### src/rtl/wb_select_seq.sv
// Registered write-back select stage: picks one of N_SRC sources per cycle and
// splits the double-width product into lo/hi register writes over two cycles.
module wb_select_seq #(
    parameter int DATA_W  = 32,
    parameter int N_SRC   = 4,
    parameter int DEST_W  = 5,
    parameter int ZERO_RO = 1,
    localparam int SEL_W  = (N_SRC > 1) ? $clog2(N_SRC) : 1
) (
    input  logic                          clk,
    input  logic                          reset,
    input  logic                          in_valid,
    output logic                          in_ready,
    input  logic [SEL_W-1:0]              md_sel,
    input  logic [DEST_W-1:0]             dest_addr,
    input  logic [(N_SRC-1)*DATA_W-1:0]   src_data,
    input  logic [2*DATA_W-1:0]           product,
    output logic                          wr_en,
    output logic [DEST_W-1:0]             wr_addr,
    output logic [DATA_W-1:0]             wr_data,
    output logic                          sel_err
);

    typedef enum logic {IDLE, HI} state_t;

    state_t              state_q, state_d;
    logic                wr_en_q, wr_en_d;
    logic [DEST_W-1:0]   wr_addr_q, wr_addr_d;
    logic [DATA_W-1:0]   wr_data_q, wr_data_d;
    logic                sel_err_q, sel_err_d;
    logic [DATA_W-1:0]   hi_data_q, hi_data_d;
    logic [DEST_W-1:0]   hi_addr_q, hi_addr_d;

    logic                accept;
    logic [31:0]         sel_ext;
    logic [DATA_W-1:0]   src_word;

    assign in_ready = (state_q == IDLE);
    assign accept   = in_valid & in_ready;
    assign sel_ext  = {{(32-SEL_W){1'b0}}, md_sel};

    // Explicit mux keeps out-of-range selects from indexing past src_data.
    always_comb begin
        src_word = '0;
        for (int k = 0; k < N_SRC-1; k++) begin
            if (sel_ext == 32'(k)) src_word = src_data[k*DATA_W +: DATA_W];
        end
    end

    always_comb begin
        state_d   = state_q;
        wr_en_d   = 1'b0;
        wr_addr_d = wr_addr_q;
        wr_data_d = wr_data_q;
        sel_err_d = 1'b0;
        hi_data_d = hi_data_q;
        hi_addr_d = hi_addr_q;
        case (state_q)
            IDLE: begin
                if (accept) begin
                    if (sel_ext < 32'(N_SRC-1)) begin
                        wr_en_d   = 1'b1;
                        wr_addr_d = dest_addr;
                        wr_data_d = src_word;
                    end else if (sel_ext == 32'(N_SRC-1)) begin
                        wr_en_d   = 1'b1;
                        wr_addr_d = dest_addr;
                        wr_data_d = product[DATA_W-1:0];
                        hi_data_d = product[2*DATA_W-1:DATA_W];
                        hi_addr_d = dest_addr + DEST_W'(1);
                        state_d   = HI;
                    end else begin
                        sel_err_d = 1'b1;
                    end
                end
            end
            HI: begin
                wr_en_d   = 1'b1;
                wr_addr_d = hi_addr_q;
                wr_data_d = hi_data_q;
                state_d   = IDLE;
            end
            default: state_d = IDLE;
        endcase
        // r0 is hardwired: suppress the strobe but keep the sequence intact.
        if (ZERO_RO != 0 && wr_addr_d == '0) wr_en_d = 1'b0;
    end

    always_ff @(posedge clk or posedge reset) begin
        if (reset) begin
            state_q   <= IDLE;
            wr_en_q   <= 1'b0;
            wr_addr_q <= '0;
            wr_data_q <= '0;
            sel_err_q <= 1'b0;
            hi_data_q <= '0;
            hi_addr_q <= '0;
        end else begin
            state_q   <= state_d;
            wr_en_q   <= wr_en_d;
            wr_addr_q <= wr_addr_d;
            wr_data_q <= wr_data_d;
            sel_err_q <= sel_err_d;
            hi_data_q <= hi_data_d;
            hi_addr_q <= hi_addr_d;
        end
    end

    assign wr_en   = wr_en_q;
    assign wr_addr = wr_addr_q;
    assign wr_data = wr_data_q;
    assign sel_err = sel_err_q;

endmodule
### config.mk
export PLATFORM = sky130hd
export DESIGN_NAME = wb_select_seq
export DESIGN_NICKNAME = d
export VERILOG_FILES = /design/src/rtl/wb_select_seq.sv
export SDC_FILE = /design/constraint.sdc
export NUM_CORES = 1
export LEC_CHECK = 0
export ABC_AREA = 0
export CAP_MARGIN = 20
export CORE_MARGIN = 2
export CORE_UTILIZATION = 43
export DETAILED_ROUTE_END_ITERATION = 10
export PLACE_DENSITY_LB_ADDON = 0.25
export SLEW_MARGIN = 20
export SYNTH_ARGS = -nofsm -noshare
export SYNTH_HDL_FRONTEND = slang
export SYNTH_SLANG_ARGS = --single-unit
export TNS_END_PERCENT = 100
### constraint.sdc
create_clock -name clk -period 7 [get_ports clk]
set_input_delay 1.4 -clock clk [delete_from_list [all_inputs] [get_ports clk]]
set_output_delay 1.4 -clock clk [all_outputs]
set_load 0.005 [all_outputs]
==> impl_metrics.csv, run 1 <==
group,metric,value,unit
layout,drive_gt1_frac,0.176,
status,status,"finished clean",
worst_setup_path,critPathKind,"reg -> out",
grt,grt_max_degree,77,
timing,rsz0062_at_grt,"false",
timing,final_hold_viol_count,0,
worst_setup_path,critPathLaunchType,"flip-flop",
grt,grt_pass1_wl,16900,um
cts,cts_buffers,9,
yosys,syn_inst,298,
worst_setup_path,crit_buf_inv,2,
floorplanning,die_area,9970,sq um
worst_setup_path,cp_max_fo,76,
grt,grt_pass1_vias,3490,
power_and_ir_drop,peakVddDrop,0.128,mV
timing,finalMaxSlewViolations,0,
route,first_pass_iters,4,
yosys,synth_edf_count,0,
timing,setup_viol,0,
grt,grtUsageTotal,0.218,
yosys,ys_ff_latch,76,
route,num_vias,3197,
worst_setup_path,endpoint_kind,"output pin",
floorplanning,initial_core_util,0.449,
place,dp_hpwl,7820,um
timing,period_minus_slack,3270,ps
route,vias_per_cell,5.27,
yosys,synth_top_area_share,0.481,
yosys,avgSynthCellArea,13.3,sq um
floorplanning,row_count,34,
yosys,synth_warnings,0,
cts,cts_tree,"yes",
cts,numClockSinks,76,
grt,grt_use_met1,0.264,
worst_setup_path,max_stage_delay,850,ps
cts,post_cts_resized,0,
flow_run,max_cap_viol_count,0,
worst_setup_path,critPathTopFamily,"flip-flops",
worst_setup_path,worst_ep_arrival_time,1870,ps
timing,fmax,306,MHz
power_and_ir_drop,power.density,209,nW/um^2
cts,clkLatencyLatePin,340,ps
cts,clk_pin_slew,70,ps
yosys,synth-main-ff-cell,"dfrtp_1",
layout,area_growth,59.5,%
layout,nNetsFinal,666,
timing,worst_slew_pin_slew,942,ps
cts,hold_buffers,0,
floorplanning,io_pins,210,
floorplanning,core_area,8810,sq um
grt,busiest_layer,"met2",
route,wl,10400,um
cts,cts-root-buf,"clkbuf_8",
cts,post_cts_buffers,0,
timing,fin_setup_tns,0,ps
route,drtIter0Drc,96,
place,gp_congestion,0.737,
layout,n_antenna_cell,0,
cts,clock_path_buffers,2,
worst_setup_path,cp.required,5600,ps
worst_setup_path,worstPathCellList,"inv_1 > clkdlybuf4s50_1",
yosys,synth.cell_area,3950,sq um
grt,antenna_found_initial,0,
hold_path,hold_path_class,"reg -> reg",
layout,finish.utilization,0.716,
worst_setup_path,cp_slowest_cell,"dfrtp_4",
timing,period_share,0.468,
yosys,synth.area.top_cells,"dfrtp_1 (48%), mux4_2 (18%), mux2_2 (9.4%)",
route,avgRoutedWirePerCell,17.2,um
yosys,syn_nets,469,
grt,use_met3,0.0481,
grt,use_met2,0.392,
timing,clock_skew,8.28,ps
yosys,seq_area_frac_synth,0.481,
timing,max-slew-margin-rel,0.372,
yosys,ys_types,20,
route,drcViolationCount,0,
place,portBuffers,208,
route,ant_nets,0,
yosys,synthArstFlopShare,1.00,
yosys,yosysTopAreaCell,"dfrtp_1",
cts,h-tree-depth,3,
floorplanning,die_w,99.9,um
floorplanning,fp.dieH,99.9,um
grt,gr-total-overflow,0,
power_and_ir_drop,power_leakage,2.56,nW
[synthesized netlist by cell type (3+ instances only)]
cell type and number:
buf_2 12, buf_4 3, clkbuf_1 8, dfrtp_1 76
inv_1 3, mux2_2 33, mux2i_1 37, mux4_2 32
nand2_1 41, o21ai_0 40
[per-stage QoR]
step	area (sq um)	hold slack, ps	power (mW)	std cells	setup slack, ps
4_1_cts	6300	485	1.33	607	3430
3_5_place_dp	6050	467	0.907	592	3320
2_1_floorplan	3950	444	0.703	298	3660
3_3_place_gp	6040	458	0.893	592	3160
6_report	6300	476	1.32	607	3730
5_1_grt	6300	510	1.38	607	3580
[layout by cell type, fill, tap and decap left out]
cell type        synthesis  layout
xor2_1                   2       2
bufinv_16                0       4
o21ai_0                 40      40
nand4_2                  1       1
o21ai_1                  1       1
xnor2_1                  1       1
mux2i_1                 37      37
buf_4                    3       4
clkbuf_1                 8       1
nand3_1                  2       2
clkbuf_8                 0       9
clkdlybuf4s50_1          0     205
or4_1                    1       1
dfrtp_4                  0       1
o22a_1                   1       1
buf_2                   12       2
nand2_1                 41      41
inv_1                    3       2
dfrtp_1                 76      75
clkinv_2                 0       2
ha_1                     1       1
mux2_2                  33      33
mux4_2                  32      32
conb_1                   1       1
[cell type report]
type / count / area, sq um
Clock buffer: 10 / 128
Multi-Input combinational cell: 194 / 1900
Sequential cell: 76 / 1910
Clock inverter: 5 / 125
Inverter: 3 / 12.5
Timing Repair Buffer: 211 / 2090
Fill cell: 635 / 2500
Tap cell: 108 / 135
[power by group]
group / leakage, nW / switching (mW) / total, mW / internal [mW]
logic: 1.53 / 0.0992 / 0.327 / 0.228
clock network: 0.126 / 0.152 / 0.423 / 0.271
registers: 0.909 / 0.0477 / 0.567 / 0.519
[registers in the layout (all words and copies together), names as in the netlist]
signal     cells
wr_en          1
wr_data       32
hi_addr_q      5
hi_data_q     32
state_q        1
wr_addr        5
[layer usage]
metal | vias to the layer above | part of all wire
li1 | 1488 | -
met1 | 1551 | 0.39
met2 | 147 | 0.53
met3 | 11 | 0.075
met4 | 0 | 0.011
met5 | - | 0
[cell families after synthesis]
| group | count (synthesis) | synth area share |
|---|---|---|
| multiplexers | 102 | 0.370 |
| flip-flops | 76 | 0.481 |
| AND/OR/NAND/NOR | 45 | 0.0465 |
| AO/OA/AOI/OAI | 42 | 0.0541 |
| buffers and inverters | 28 | 0.0370 |
| XOR/XNOR | 3 | 0.00665 |
| adder cells (fa/ha/maj) | 1 | 0.00317 |
| other | 1 | 0.000949 |
[final timing paths]
kind	end	from	depth (start not counted)	slack (ps)
max	in_ready	state_q	2	3730
min	wr_data[31]	hi_data_q[31]	2	480
max reg2reg	hi_data_q[23]	state_q	4	4690
min reg2reg	wr_data[31]	hi_data_q[31]	2	480
max in group asynchronous	state_q	reset	3	4630
min in group asynchronous	hi_data_q[9]	reset	3	1670
[tightest hold or removal path, delay by kind of cell (launching register included)]
| kind | cells | cell delay [ps] |
|---|---|---|
| simple gates | 1 | 50 |
| flops | 1 | 340 |
| compound gates | 1 | 60 |
Note: power is estimated with default switching activity, not from simulation.
==> inputs of run 2 (changes only) <==
CORE_UTILIZATION = 40   (was 43)
clock period = 3.05 ns   (was 7 ns; I/O delays follow)
==> run 2 against run 1 <==
Compared with the run above:
- clock power is 100% higher
- critical path type unchanged
- final area up 0.83%
- largest power group unchanged
- sequential share of layout area is 0.29 points lower
- highest routed layer unchanged
- worst hold slack better by 4.5 ps
- largest cell class unchanged
==> impl_metrics.csv, run 2 (synthesis gave the netlist of run 1 again) <==
group,metric,value,unit
route,first_pass_iters,4,
timing,fmax,409,MHz
grt,gr-total-overflow,0,
place,dp_hpwl,8200,um
power_and_ir_drop,peakVddDrop,0.224,mV
grt,antenna_found_initial,0,
route,drtIter0Drc,54,
hold_path,hold_path_class,"reg -> reg",
timing,setup_ws,605,ps
grt,grt_pass1_vias,3451,
cts,clock_path_buffers,2,
place,placed_area,6140,sq um
cts,cts_tree,"yes",
cts,clk_pin_slew,80,ps
layout,drive_gt1_frac,0.186,
timing,period_share,0.802,
route,wl,10700,um
route,vias_per_cell,5.03,
floorplanning,row_count,36,
cts,numClockSinks,76,
worst_setup_path,critPathLaunchType,"flip-flop",
layout,final_cell_mix,"clkdlybuf4s50_1 (205), dfrtp_1 (75), nand2_1 (41)",
floorplanning,initial_core_util,0.408,
timing,period_minus_slack,2450,ps
timing,setup_viol,0,
route,drcViolationCount,0,
worst_setup_path,cp.required,2440,ps
timing,clock_skew,11.8,ps
floorplanning,core_area,9680,sq um
floorplanning,io_pins,210,
grt,grt_max_degree,49,
flow_run,max_cap_viol_count,0,
worst_setup_path,endpoint_kind,"output pin",
grt,grtUsageTotal,0.208,
route,num_vias,3206,
place,gp_congestion,0.808,
layout,fillers,774,
cts,h-tree-depth,3,
layout,nNetsFinal,671,
layout,area_growth,60.8,%
layout,final_cell_area,6350,sq um
timing,fin_setup_tns,0,ps
timing,rsz0062_at_grt,"false",
timing,finalMaxSlewViolations,0,
timing,hold_ws,481,ps
grt,grt_pass1_wl,16800,um
worst_setup_path,cp_max_fo,47,
cts,post_cts_buffers,0,
timing,worst_slew_pin_slew,866,ps
cts,post_cts_resized,0,
place,portBuffers,208,
cts,clkLatencyLatePin,340,ps
power_and_ir_drop,power.density,457,nW/um^2
route,avgRoutedWirePerCell,16.8,um
floorplanning,die_area,10700,sq um
timing,max-slew-margin-rel,0.422,
status,status,"finished clean",
layout,n_antenna_cell,0,
route,ant_nets,0,
cts,cts-root-buf,"clkbuf_8",
worst_setup_path,critPathKind,"reg -> out",
cts,hold_buffers,0,
power_and_ir_drop,power_leakage,2.58,nW
worst_setup_path,worst_ep_arrival_time,1840,ps
place,dp_slack,816,ps
floorplanning,fp.dieH,103,um
layout,final_common_cell,"clkdlybuf4s50_1",
cts,cts_buffers,9,
floorplanning,die_w,103,um
timing,final_hold_viol_count,0,
-- run 2: area by class of cell --
class                      instances  area [sq um]  share of cell area
timing repair buffer             216          2150               0.339
sequential                        76          1900               0.300
multi-input combinational        194          1900               0.300
tap                              133           166              0.0262
clock buffer                      11           141              0.0223
clock inverter                     5          75.1              0.0118
inverter                           3          12.5             0.00197
-- run 2: worst max-delay path, stage by stage (launching register included) --
cell and delay [ps]:
dfrtp_2 830, inv_1 150, clkdlybuf4s50_1 500
-- run 2: worst paths after layout --
path                            slack, ps  cells past startpoint     startpoint           to
worst max-delay path                  600                      2        state_q     in_ready
worst min-delay path                  480                      2  hi_data_q[15]  wr_data[15]
worst max register to register       1120                      3        state_q        wr_en
worst min register to register        480                      2  hi_data_q[15]  wr_data[15]
max in group asynchronous            1640                      3          reset      state_q
min in group asynchronous             740                      2          reset   wr_data[0]
-- run 2: power breakdown --
part	total, mW	internal [mW]	leakage (nW)	switching [mW]
clock	0.844	0.480	0.113	0.364
combinational	0.764	0.530	1.56	0.235
sequential	1.29	1.19	0.909	0.104
total	2.90	2.20	2.58	0.702
-- run 2: layer usage --
layer  GRT usage  vias up  wire length [um]
li1            -     1497                 -
met2       0.351      139              5430
met3      0.0585        9               938
met1       0.260     1561              4260
met4      0.0638        0               103
met5           0        -                 0
-- run 2: through the flow --
stage | power, mW | std cells | utilization
after global routing | 3.06 | 638 | 0.656
after detailed placement | 2.09 | 622 | 0.634
final | 2.90 | 638 | 0.656
after global placement | 2.06 | 622 | 0.634
after floorplan | 1.61 | 298 | -
after CTS | 2.93 | 638 | 0.656
==> inputs of run 3 (changes only) <==
CORE_UTILIZATION = 36   (was 40)
clock period = 2.2 ns   (was 3.05 ns; I/O delays follow)
==> run 3 against run 2 <==
Compared with the run above:
- worst hold slack better by 4.0 ps
- flip-flop and latch count stayed put
- worst setup slack got worse by 390 ps
- clock-buffer cell count increased by 1
- critical path depth did not move
- final area decreased by 0.47%
- die area is 11% higher
- largest cell class unchanged
- highest routed layer unchanged
- sequential share of layout area grew 0.14 points
- total power grew 29%
==> impl_metrics.csv, run 3 (synthesis gave the netlist of run 1 again) <==
group,metric,value,unit
worst_setup_path,cp_max_fo,19,
route,first_pass_iters,4,
route,vias_per_cell,4.93,
layout,final_cell_area,6320,sq um
layout,n_antenna_cell,0,
route,num_vias,3177,
hold_path,hold_path_depth,2,
cts,h-tree-depth,3,
timing,setup_viol,0,
timing,final_hold_viol_count,0,
timing,max-slew-margin-rel,0.645,
hold_path,whs_endpoint,"wr_data[22]",
worst_setup_path,critPathLaunchType,"flip-flop",
cts,clkLatencyLatePin,330,ps
floorplanning,row_count,38,
timing,period_minus_slack,1990,ps
floorplanning,io_pins,210,
route,avgRoutedWirePerCell,16.9,um
timing,period_share,0.904,
grt,gr-total-overflow,0,
cts,numClockSinks,76,
place,portBuffers,208,
cts,clock_path_buffers,2,
route,drcViolationCount,0,
timing,clock_skew,7.99,ps
floorplanning,core_area,10800,sq um
floorplanning,initial_core_util,0.366,
timing,worst_slew_pin_slew,532,ps
floorplanning,die_w,109,um
worst_setup_path,reg2reg_slack,640,ps
layout,final_common_cell,"clkdlybuf4s50_1",
timing,setup_ws,212,ps
worst_setup_path,r2r_cells,4,
grt,grtUsageTotal,0.191,
cts,post_cts_buffers,0,
flow_run,max_cap_viol_count,0,
floorplanning,fp.dieH,109,um
hold_path,hold_path_class,"reg -> reg",
layout,area_growth,60.0,%
hold_path,hold_start,"hi_data_q[22]",
worst_setup_path,endpoint_kind,"output pin",
cts,cts-root-buf,"clkbuf_8",
cts,clk_pin_slew,70,ps
worst_setup_path,r2r-start,"state_q",
cts,hold_buffers,0,
power_and_ir_drop,peakVddDrop,0.267,mV
timing,fmax,503,MHz
worst_setup_path,worst_ep_arrival_time,1550,ps
layout,drive_gt1_frac,0.181,
cts,post_cts_resized,0,
grt,grt_max_degree,77,
timing,fin_setup_tns,0,ps
route,wl,10900,um
layout,nNetsFinal,671,
cts,cts_buffers,9,
worst_setup_path,cp.required,1760,ps
grt,grt_pass1_wl,17000,um
place,dp_slack,182,ps
route,drtIter0Drc,70,
power_and_ir_drop,power_leakage,2.56,nW
power_and_ir_drop,power.density,590,nW/um^2
cts,cts_tree,"yes",
layout,fillers,893,
layout,final_cell_mix,"clkdlybuf4s50_1 (205), dfrtp_1 (75), nand2_1 (41)",
place,dp_hpwl,8190,um
timing,rsz0062_at_grt,"false",
worst_setup_path,r2r-end,"wr_en",
worst_setup_path,critPathKind,"reg -> out",
status,status,"finished clean",
grt,antenna_found_initial,0,
timing,finalMaxSlewViolations,0,
grt,grt_pass1_vias,3463,
place,placed_area,6170,sq um
route,ant_nets,0,
floorplanning,die_area,11800,sq um
place,gp_congestion,0.767,
-- run 3: changes by cell type in the layout (fill, tap and decap cells not counted), sizes merged --
cell / before / now
clkinv: 4 / 3
bufinv: 2 / 0
clkbuf: 11 / 12
clkinvlp: 0 / 1
-- run 3: worst max-delay path: stages, from the launching register on --
cell	delay, ps
dfrtp_2	520
inv_1	160
clkdlybuf4s50_1	530
-- run 3: cell type report --
class	instances	area, sq um	share of cell area
clock buffers	12	135	0.0214
clock inverters	3	15.0	0.00237
inverters	3	15.0	0.00237
multi-input cells	194	1900	0.301
flip-flops and latches	76	1900	0.301
well taps	140	175	0.0277
repair buffers	216	2180	0.344
-- run 3: worst max-delay path by stage --
stage / start / to / slack [ps]
final: state_q / in_ready / 210
after CTS: state_q / in_ready / 200
after global routing: state_q / in_ready / 150
after detailed placement: dest_addr[0] / wr_en / 180
after floorplan: md_sel[0] / wr_data[11] / 530
after global placement: dest_addr[1] / wr_en / 260
-- run 3: power breakdown --
group	internal [mW]	switching, mW	total, mW	leakage, nW
sequential	1.65	0.140	1.79	0.909
combinational	0.739	0.327	1.07	1.57
clock	0.400	0.476	0.876	0.0800
-- run 3: routing by layer --
metal	global-route usage	vias to the layer above	share of wire
met5	0	-	0
met4	0.0531	0	0.011
met3	0.0687	11	0.094
met2	0.325	139	0.51
met1	0.228	1535	0.39
li1	-	1492	-
-- run 3: per-stage QoR --
step,util,hold slack (ps),total power [mW],std cells
global placement,0.572,453,2.86,629
CTS,0.586,490,3.79,644
finish,0.586,485,3.73,644
detailed placement,0.572,472,2.90,629
floorplan,-,444,2.24,298
global route,0.586,512,3.95,644
